### src/rtl/delay_timer_arb_pkg.sv
// Shared widths and helpers for the delay timer arbiter slice.
package delay_timer_arb_pkg;

  localparam int unsigned CNT_W   = 3;
  localparam logic [2:0]  CNT_MAX = 3'd7;

  // Counter start value so that an up-count to CNT_MAX takes len increments.
  function automatic logic [2:0] load_value(input logic [2:0] len);
    return CNT_MAX - len;
  endfunction

endpackage

### src/rtl/delay_counter_3bit.sv
// Loadable 3-bit up-counter with async active-low clear; load wins over enable.
module delay_counter_3bit
  import delay_timer_arb_pkg::*;
(
  input  logic             clk,
  input  logic             clr_al_in,
  input  logic             load_in,
  input  logic [CNT_W-1:0] load_val_in,
  input  logic             en_in,
  output logic [CNT_W-1:0] count_out
);

  logic [CNT_W-1:0] count_d;
  logic [CNT_W-1:0] count_q;

  // Next count: load, increment or hold.
  always_comb begin
    count_d = count_q;
    if (load_in) begin
      count_d = load_val_in;
    end else if (en_in) begin
      count_d = count_q + 3'd1;
    end else begin
      count_d = count_q;
    end
  end

  // Counter register, cleared asynchronously.
  always_ff @(posedge clk or negedge clr_al_in) begin
    if (!clr_al_in) begin
      count_q <= 3'd0;
    end else begin
      count_q <= count_d;
    end
  end

  assign count_out = count_q;

endmodule

### src/rtl/delay_timer_arb.sv
// Two-requester round-robin arbiter that runs a per-grant programmable delay
// and pulses done to the winner when the delay expires.
module delay_timer_arb
  import delay_timer_arb_pkg::*;
(
  input  logic       clk,
  input  logic       reset_al_in,
  input  logic [1:0] req_in,
  input  logic [2:0] len0_in,
  input  logic [2:0] len1_in,
  output logic [1:0] gnt_out,
  output logic [1:0] done_out,
  output logic       busy_out,
  output logic [2:0] count_out
);

  localparam logic [1:0] ST_IDLE  = 2'd0;
  localparam logic [1:0] ST_COUNT = 2'd1;
  localparam logic [1:0] ST_DONE  = 2'd2;

  logic [1:0]       state_d, state_q;
  logic [1:0]       gnt_d, gnt_q;
  logic             last_d, last_q;     // index of requester granted most recently
  logic             win_s;
  logic             cnt_load_s;
  logic             cnt_en_s;
  logic [CNT_W-1:0] cnt_load_val_s;
  logic [CNT_W-1:0] count_s;

  delay_counter_3bit u_counter (
    .clk         (clk),
    .clr_al_in   (reset_al_in),
    .load_in     (cnt_load_s),
    .load_val_in (cnt_load_val_s),
    .en_in       (cnt_en_s),
    .count_out   (count_s)
  );

  // State, grant and round-robin pointer registers; pointer resets to requester 1.
  always_ff @(posedge clk or negedge reset_al_in) begin
    if (!reset_al_in) begin
      state_q <= ST_IDLE;
      gnt_q   <= 2'b00;
      last_q  <= 1'b1;
    end else begin
      state_q <= state_d;
      gnt_q   <= gnt_d;
      last_q  <= last_d;
    end
  end

  // Arbitration, next-state and counter control.
  always_comb begin
    state_d        = state_q;
    gnt_d          = gnt_q;
    last_d         = last_q;
    win_s          = 1'b0;
    cnt_load_s     = 1'b0;
    cnt_en_s       = 1'b0;
    cnt_load_val_s = 3'd0;
    case (state_q)
      ST_IDLE: begin
        if (req_in != 2'b00) begin
          // Contention goes to whoever was not served last.
          if (req_in == 2'b11) begin
            win_s = ~last_q;
          end else begin
            win_s = req_in[1];
          end
          state_d        = ST_COUNT;
          last_d         = win_s;
          gnt_d          = win_s ? 2'b10 : 2'b01;
          cnt_load_s     = 1'b1;
          cnt_load_val_s = load_value(win_s ? len1_in : len0_in);
        end else begin
          state_d = ST_IDLE;
        end
      end
      ST_COUNT: begin
        if ((req_in & gnt_q) != 2'b00) begin
          // Never increment from the maximum; expiry moves to DONE instead.
          if (count_s == CNT_MAX) begin
            state_d = ST_DONE;
          end else begin
            cnt_en_s = 1'b1;
          end
        end else begin
          state_d = ST_IDLE;
          gnt_d   = 2'b00;
        end
      end
      ST_DONE: begin
        state_d = ST_IDLE;
        gnt_d   = 2'b00;
      end
      default: begin
        state_d = ST_IDLE;
        gnt_d   = 2'b00;
      end
    endcase
  end

  // Outputs decoded from registered state only.
  always_comb begin
    gnt_out   = gnt_q;
    busy_out  = (state_q != ST_IDLE);
    count_out = count_s;
    if (state_q == ST_DONE) begin
      done_out = gnt_q;
    end else begin
      done_out = 2'b00;
    end
  end

endmodule

### config.mk
export PLATFORM = sky130hd
export DESIGN_NAME = delay_timer_arb
export DESIGN_NICKNAME = d
export VERILOG_FILES = /design/src/rtl/delay_timer_arb_pkg.sv /design/src/rtl/delay_counter_3bit.sv /design/src/rtl/delay_timer_arb.sv
export SDC_FILE = /design/constraint.sdc
export NUM_CORES = 1
export LEC_CHECK = 0
export CAP_MARGIN = 30
export CORE_AREA = 4 4 41 43
export DETAILED_ROUTE_END_ITERATION = 7
export DIE_AREA = 0 0 45 47
export GPL_TIMING_DRIVEN = 1
export PLACE_DENSITY = 0.82
export SYNTH_ARGS = -nofsm -noshare
export SYNTH_HDL_FRONTEND = slang
export SYNTH_SLANG_ARGS = --single-unit
### constraint.sdc
create_clock -name clk -period 3.95 [get_ports clk]
set_clock_uncertainty 0.05 [all_clocks]
set_input_delay 0.79 -clock clk [delete_from_list [all_inputs] [get_ports clk]]
set_output_delay 0.79 -clock clk [all_outputs]
set_load 0.02 [all_outputs]
==> summary.txt, run 1 <==
Outcome
  • Status: finished, final reports clean

Timing
  • Slew HR: 0.749
  • Fin crit period: between 2 and 2.5 ns
  • Final setup TNS: 0 ns
  • RSZ-0062 raised after global routing: no
  • Achievable frequency: 415 MHz
  • Fin worst setup slack: about 1.5 ns
  • Final period util: 0.610
  • Worst Max-Slew Pin Slew: ~0.38 ns
  • Endpoints failing hold: 0
  • Max Slew Vio Count: 0
  • Number of setup violations in the final report: 0

GRT
  • GRT overflow: 0
  • Global-route wire length before repair: between 1.5 and 2 mm
  • Initial antenna violation count: 0
  • Largest net degree at the start of global routing: 10
  • Vias in the first global route: 438
  • GRT Util Overall: 0.128

Pwr
  • Power share of the combinational group: 0.562
  • Switch share: 0.392
  • PD cells: around 700 nW/um2
  • Leakage: between 0.3 and 0.4 nW
  • VDD IR max: around 340 uV
  • Clock power share: 0.130
  • P_sw: a little over 0.2 mW
  • Pint: about 0.32 mW
  • Seq pwr share: 0.309

Clocking
  • Hold buffers post-CTS: 0
  • Clock sinks: 8
  • Num CTS Buffers: 3
  • CTS root buf: clkbuf_4
  • Postcts setup bufs: 0
  • Worst-path clk slew: around 0.050 ns
  • Max Root-Sink Buffers: 2
  • Post-CTS Resized: 0
  • Worst-skew pair later-pin latency: 0.26 ns
  • CTS tree: built
  • H-tree depth: 1

Placement
  • Gpl congestion: 0.685
  • DP Area: roughly 720 um2
  • DP Worst Slack: ~1.4 ns
  • # port buffers: 17

Setup path
  • Max FO, Critical Path: 9
  • CP Capture Type: output pin
  • Startpoint Class: flop
  • Slowest stage delay, CP: between 0.6 and 0.7 ns
  • Critical Path RT: 3.11 ns
  • Critical Path Slowest Stage Cell: clkdlybuf4s50_1
  • RR Startpoint: u_counter.count_out[0]
  • Crit path cell chain: nor2_4 -> inv_2 -> clkdlybuf4s50_1
  • Critical path arrival: roughly 1.6 ns
  • Critical setup path kind: flop to output pin
  • Crit path from: state_q[1]

Synthesis
  • Area share of the largest cell type after synthesis: 0.330
  • Mapped Nets: 58
  • Area leader, netlist: dfrtp_1
  • Ys Warns: 0
  • Top cells by area, synth: dfrtp_1 (33%), mux2_2 (11%), o2bb2ai_4 (5.2%), dfstp_2 (5.0%), o221ai_1 (5.0%)
  • Post-synthesis sequential area ratio: 0.380
  • Post-synth cell types: 25
  • Cell count after synthesis: 46
  • Primary FF master, synth: dfrtp_1
  • Avg Inst Size Synth: roughly 12 um2
  • Number of register bits inferred by synthesis: 8
  • Synth cell count leaders: dfrtp_1 (7), mux2_2 (5), o21ai_0 (4)
  • Count leader, synth: dfrtp_1
  • EDFF count, synth: 0
  • Syn Std Cell Area: roughly 530 um2
  • Async SR Flop Fraction: 1.00

Routing
  • # DRC: 0
  • Via count: ~440
  • First-pass DRT Iterations: 2
  • Final antenna-violating net count: 0
  • WL/cell: approximately 14 um
  • Final WL: around 1.1 mm
  • Vias per cell: ~5.3
  • Detailed router's first-iteration violation count: 2

Die
  • Row cnt: 13
  • Die Ht: 47 um
  • DIE WIDTH: about 45 um
  • Die area: about 2100 um2
  • Initial core utilization: 0.408
  • # IOs: 18
  • Core area: ~1300 um2

Worst hold path
  • Critical hold path startpoint: last_q
  • Hold WC Path Type: flop to flop

Finish
  • Syn-to-layout area delta: 40.6%
  • Layout fillers: around 140
  • Final Instance Area: between 700 and 800 um2
  • Layout cells sized above 1: 0.254
  • Ant diodes: 0
  • Fin nets: 80

Job
  • MaxCap Viol Count: 0
-- worst max-delay path, delay by kind of cell (launching register included) --
| kind | cells | cell delay, ns |
|---|---|---|
| and+or+nand+nor | 1 | 0.08 |
| DFF | 1 | 0.46 |
| buffers and inverters | 2 | 0.78 |
-- worst paths after layout --
path                                          end  slack, ns  depth (start not counted)
setup / recovery                         busy_out       1.54                          3
hold / removal                             last_q       0.48                          2
setup reg to reg           u_counter.count_out[2]       2.41                          5
hold reg to reg                            last_q       0.48                          2
max in group asynchronous                  last_q       2.78                          1
min in group asynchronous              state_q[0]       0.76                          1
-- cells in the final DEF (no fill, tap or decap), drive strengths merged --
| master | count |
|---|---|
| clkbuf | 4 |
| mux2 | 6 |
| a31oi | 1 |
| dfrtp | 7 |
| clkdlybuf4s50 | 17 |
| nand3 | 1 |
| nor2 | 4 |
| o21bai | 1 |
| nand3b | 1 |
| and2 | 1 |
| dfstp | 1 |
| nor3b | 1 |
| nand2 | 1 |
| and3b | 2 |
| o2bb2ai | 1 |
| or2b | 3 |
| nand2b | 1 |
| o221ai | 3 |
| ha | 2 |
| a22o | 1 |
| o21ai | 4 |
| inv | 2 |
| a21oi | 1 |
| a22oi | 1 |
-- layout make-up --
| type | count | area (um2) | area share |
|---|---|---|---|
| clock buffers | 4 | 26.3 | 0.0352 |
| inverters | 2 | 7.51 | 0.0101 |
| multi-input cells | 36 | 322 | 0.431 |
| flip-flops and latches | 8 | 201 | 0.270 |
| well taps | 15 | 18.8 | 0.0252 |
| repair buffers | 17 | 170 | 0.228 |
-- metrics by stage --
stage                     std cells  hold slack [ns]  total power, mW   util
after global placement           78            0.468            0.461  0.553
final                            82            0.480            0.527  0.573
after detailed placement         78            0.473            0.464  0.553
after global routing             82            0.505            0.572  0.573
after floorplan                  46            0.444            0.356      -
after CTS                        82            0.478            0.537  0.573
-- registers in the layout, indices dropped and copies added, names as in the netlist --
register and cells:
gnt_out 2, u_counter.count_out 3, last_q 1, state_q 2
-- cell families after synthesis --
| group | synth area share |
|---|---|
| simple gates | 0.215 |
| compound gates | 0.217 |
| flops | 0.380 |
| mux | 0.127 |
| buf+inv | 0.0141 |
| fa+ha+maj | 0.0472 |
-- layer usage --
| metal | vias to the layer above | wire, um | track usage |
|---|---|---|---|
| li1 | 216 | - | - |
| met4 | 0 | 0 | 0.0175 |
| met2 | 11 | 551 | 0.218 |
| met1 | 210 | 498 | 0.154 |
| met5 | - | 0 | 0 |
| met3 | 0 | 58 | 0.0575 |
-- power by group through the flow --
stage                     Combinational (mW)  Clock, mW  Sequential (mW)
after floorplan                        0.170          0            0.187
after global placement                 0.297          0            0.164
after detailed placement               0.300          0            0.164
after CTS                              0.301     0.0711            0.165
after global routing                   0.324     0.0753            0.172
final                                  0.296     0.0683            0.163
Power figures use the tool's default switching activity.
==> run 2, diff against run 1 <==
clock period = 2.4 ns   (was 3.95 ns; I/O delays follow)
==> run 2 against run 1 <==
  * Sequential cell count stayed put
  * Register-to-register slack worse by 1.6 ns
  * Non-clock buffer count increased by 1
  * Core utilization increased by 0.58 points
  * Sequential power up 64%
  * Power rose by 65%
  * First-iteration DRC count unchanged
  * Final cell count up 1.2%
  * Critical path depth did not move
  * Global-route usage fell by 0.64 points
  * Combinational power is 66% higher
  * Largest power group unchanged
==> summary.txt, run 2 (same netlist as run 1, synthesis figures left out) <==
Routing
  • Via count: 436 (-0.23%)
  • First-pass DRT Iterations: 2 (unchanged)
  • # DRC: 0 (unchanged)
  • Detailed router's first-iteration violation count: 2 (unchanged)
  • Final antenna-violating net count: 0 (unchanged)
  • WL/cell: 12.8 um (-5.4%)
  • Vias per cell: 5.25 (-1.4%)
  • Final WL: 1.06 mm (-4.2%)

Die
  • Initial core utilization: 0.408 (unchanged)
  • # IOs: 18 (unchanged)
  • Die area: 2120 um2 (unchanged)
  • Core area: 1300 um2 (unchanged)
  • DIE WIDTH: 45 um (unchanged)
  • Die Ht: 47 um (unchanged)
  • Row cnt: 13 (unchanged)

Timing
  • Number of setup violations in the final report: 0 (unchanged)
  • Max Slew Vio Count: 0 (unchanged)
  • Achievable frequency: around 480 MHz
  • Hold WS: 0.443 ns (-0.0365 ns)
  • Endpoints failing hold: 0 (unchanged)
  • Final setup TNS: 0 ns (unchanged)
  • Final period util: 0.868
  • Slew HR: 0.745 (-0.00405)
  • RSZ-0062 raised after global routing: no
  • Worst Max-Slew Pin Slew: 0.381 ns (+0.00605 ns)
  • Fin crit period: between 2 and 2.5 ns

Worst hold path
  • Hold WC Path Type: primary input to asynchronous set/reset pin

Clocking
  • Worst-path clk slew: 0.06 ns (about the same)
  • Max Root-Sink Buffers: 2 (unchanged)
  • H-tree depth: 1 (unchanged)
  • Num CTS Buffers: 3 (unchanged)
  • Postcts setup bufs: 0 (unchanged)
  • Clock sinks: 8 (unchanged)
  • CTS root buf: clkbuf_4
  • CTS tree: built
  • Hold buffers post-CTS: 0 (unchanged)
  • Worst-skew pair later-pin latency: 0.25 ns (about the same)
  • Post-CTS Resized: 0 (unchanged)

GRT
  • Global-route wire length before repair: 1.82 mm (-6.4%)
  • Initial antenna violation count: 0 (unchanged)
  • GRT Util Overall: 0.122 (-0.00637)
  • Largest net degree at the start of global routing: 10 (unchanged)
  • GRT overflow: 0 (unchanged)
  • Vias in the first global route: 453 (+3.4%)

Setup path
  • Max FO, Critical Path: 9 (unchanged)
  • Critical setup path kind: flop to output pin
  • Startpoint Class: flop
  • Critical Path RT: 1.87 ns (-1.24 ns)
  • Critical path arrival: 1.55 ns (-0.02 ns)
  • CP Capture Type: output pin

Outcome
  • Status: finished, final reports clean

Pwr
  • PD cells: 1150 nW/um2 (+63%)
  • VDD IR max: 573 uV (+70%)
  • Leakage: 0.310 nW (+1.6%)

Placement
  • # port buffers: 17 (unchanged)
  • Gpl congestion: 0.719 (+4.9%)
  • DP Area: 727 um2 (+1.0%)
  • Post-DP HPWL: 883 um

Finish
  • Fin nets: 81 (+1.3%)
  • Commonest non-fill, non-tap cell in the layout: clkdlybuf4s50_1
  • Layout cells sized above 1: 0.265 (+0.0110)
  • Core Util, Final: 0.579 (+0.00577)
  • Commonest non-fill, non-tap cells in the layout: clkdlybuf4s50_1 (17), dfrtp_1 (7), mux2_2 (5)
  • Final Instance Area: 753 um2 (+1.0%)
  • Syn-to-layout area delta: 42.0%
  • Ant diodes: 0 (unchanged)
  • Max FFs per register: 3 (unchanged)
  • Layout fillers: 127 (-8.6%)

Job
  • MaxCap Viol Count: 0 (unchanged)
==> run 2: changes by cell type in the layout (fill, tap and decap cells not counted), sizes merged <==
cell  delta
buf      +1
==> run 2: final timing paths <==
| check | startpoint | to | slack, ns | depth (start not counted) |
|---|---|---|---|---|
| worst min-delay path | reset_al_in | state_q[0] | 0.44 | 1 |
| min in group clk | last_q | last_q | 0.49 | 2 |
| worst max register to register | u_counter.count_out[0] | u_counter.count_out[2] | 0.85 | 5 |
| max in group asynchronous | reset_al_in | last_q | 1.56 | 1 |
| worst max-delay path | state_q[1] | busy_out | 0.32 | 3 |
| worst min register to register | last_q | last_q | 0.49 | 2 |
==> run 2: power breakdown <==
part	internal (mW)	total, mW	leakage (nW)	switching [mW]
logic	0.261	0.490	0.198	0.229
registers	0.204	0.267	0.0976	0.0636
clock network	0.0637	0.111	0.0150	0.0471
total	0.528	0.868	0.310	0.340
==> run 2: per-layer routing <==
layer / GRT usage / up-vias / routed length, um
met4: 0.0175 / 0 / 0
met1: 0.140 / 204 / 457
li1: - / 221 / -
met5: 0 / - / 0
met2: 0.212 / 11 / 543
met3: 0.0575 / 0 / 59
==> run 2: area by class of cell <==
cell class                 instances  area (um2)  area share
timing repair buffer              18         178       0.236
clock buffer                       4        26.3      0.0349
inverter                           2        7.51     0.00997
multi-input combinational         36         322       0.427
tap                               15        18.8      0.0249
sequential                         8         201       0.267
==> run 2: critical path, stage by stage (launching register included) <==
cell and delay, ns:
dfrtp_1 0.45, nor2_4 0.08, inv_2 0.15, clkdlybuf4s50_1 0.63
==> run 2: stage by stage <==
step | worst slack [ns] | std cells | power, mW
3_3_place_gp | 0.254 | 79 | 0.760
3_5_place_dp | 0.228 | 79 | 0.769
4_1_cts | 0.295 | 83 | 0.883
2_1_floorplan | 0.818 | 46 | 0.587
5_1_grt | 0.233 | 83 | 0.937
6_report | 0.316 | 83 | 0.868
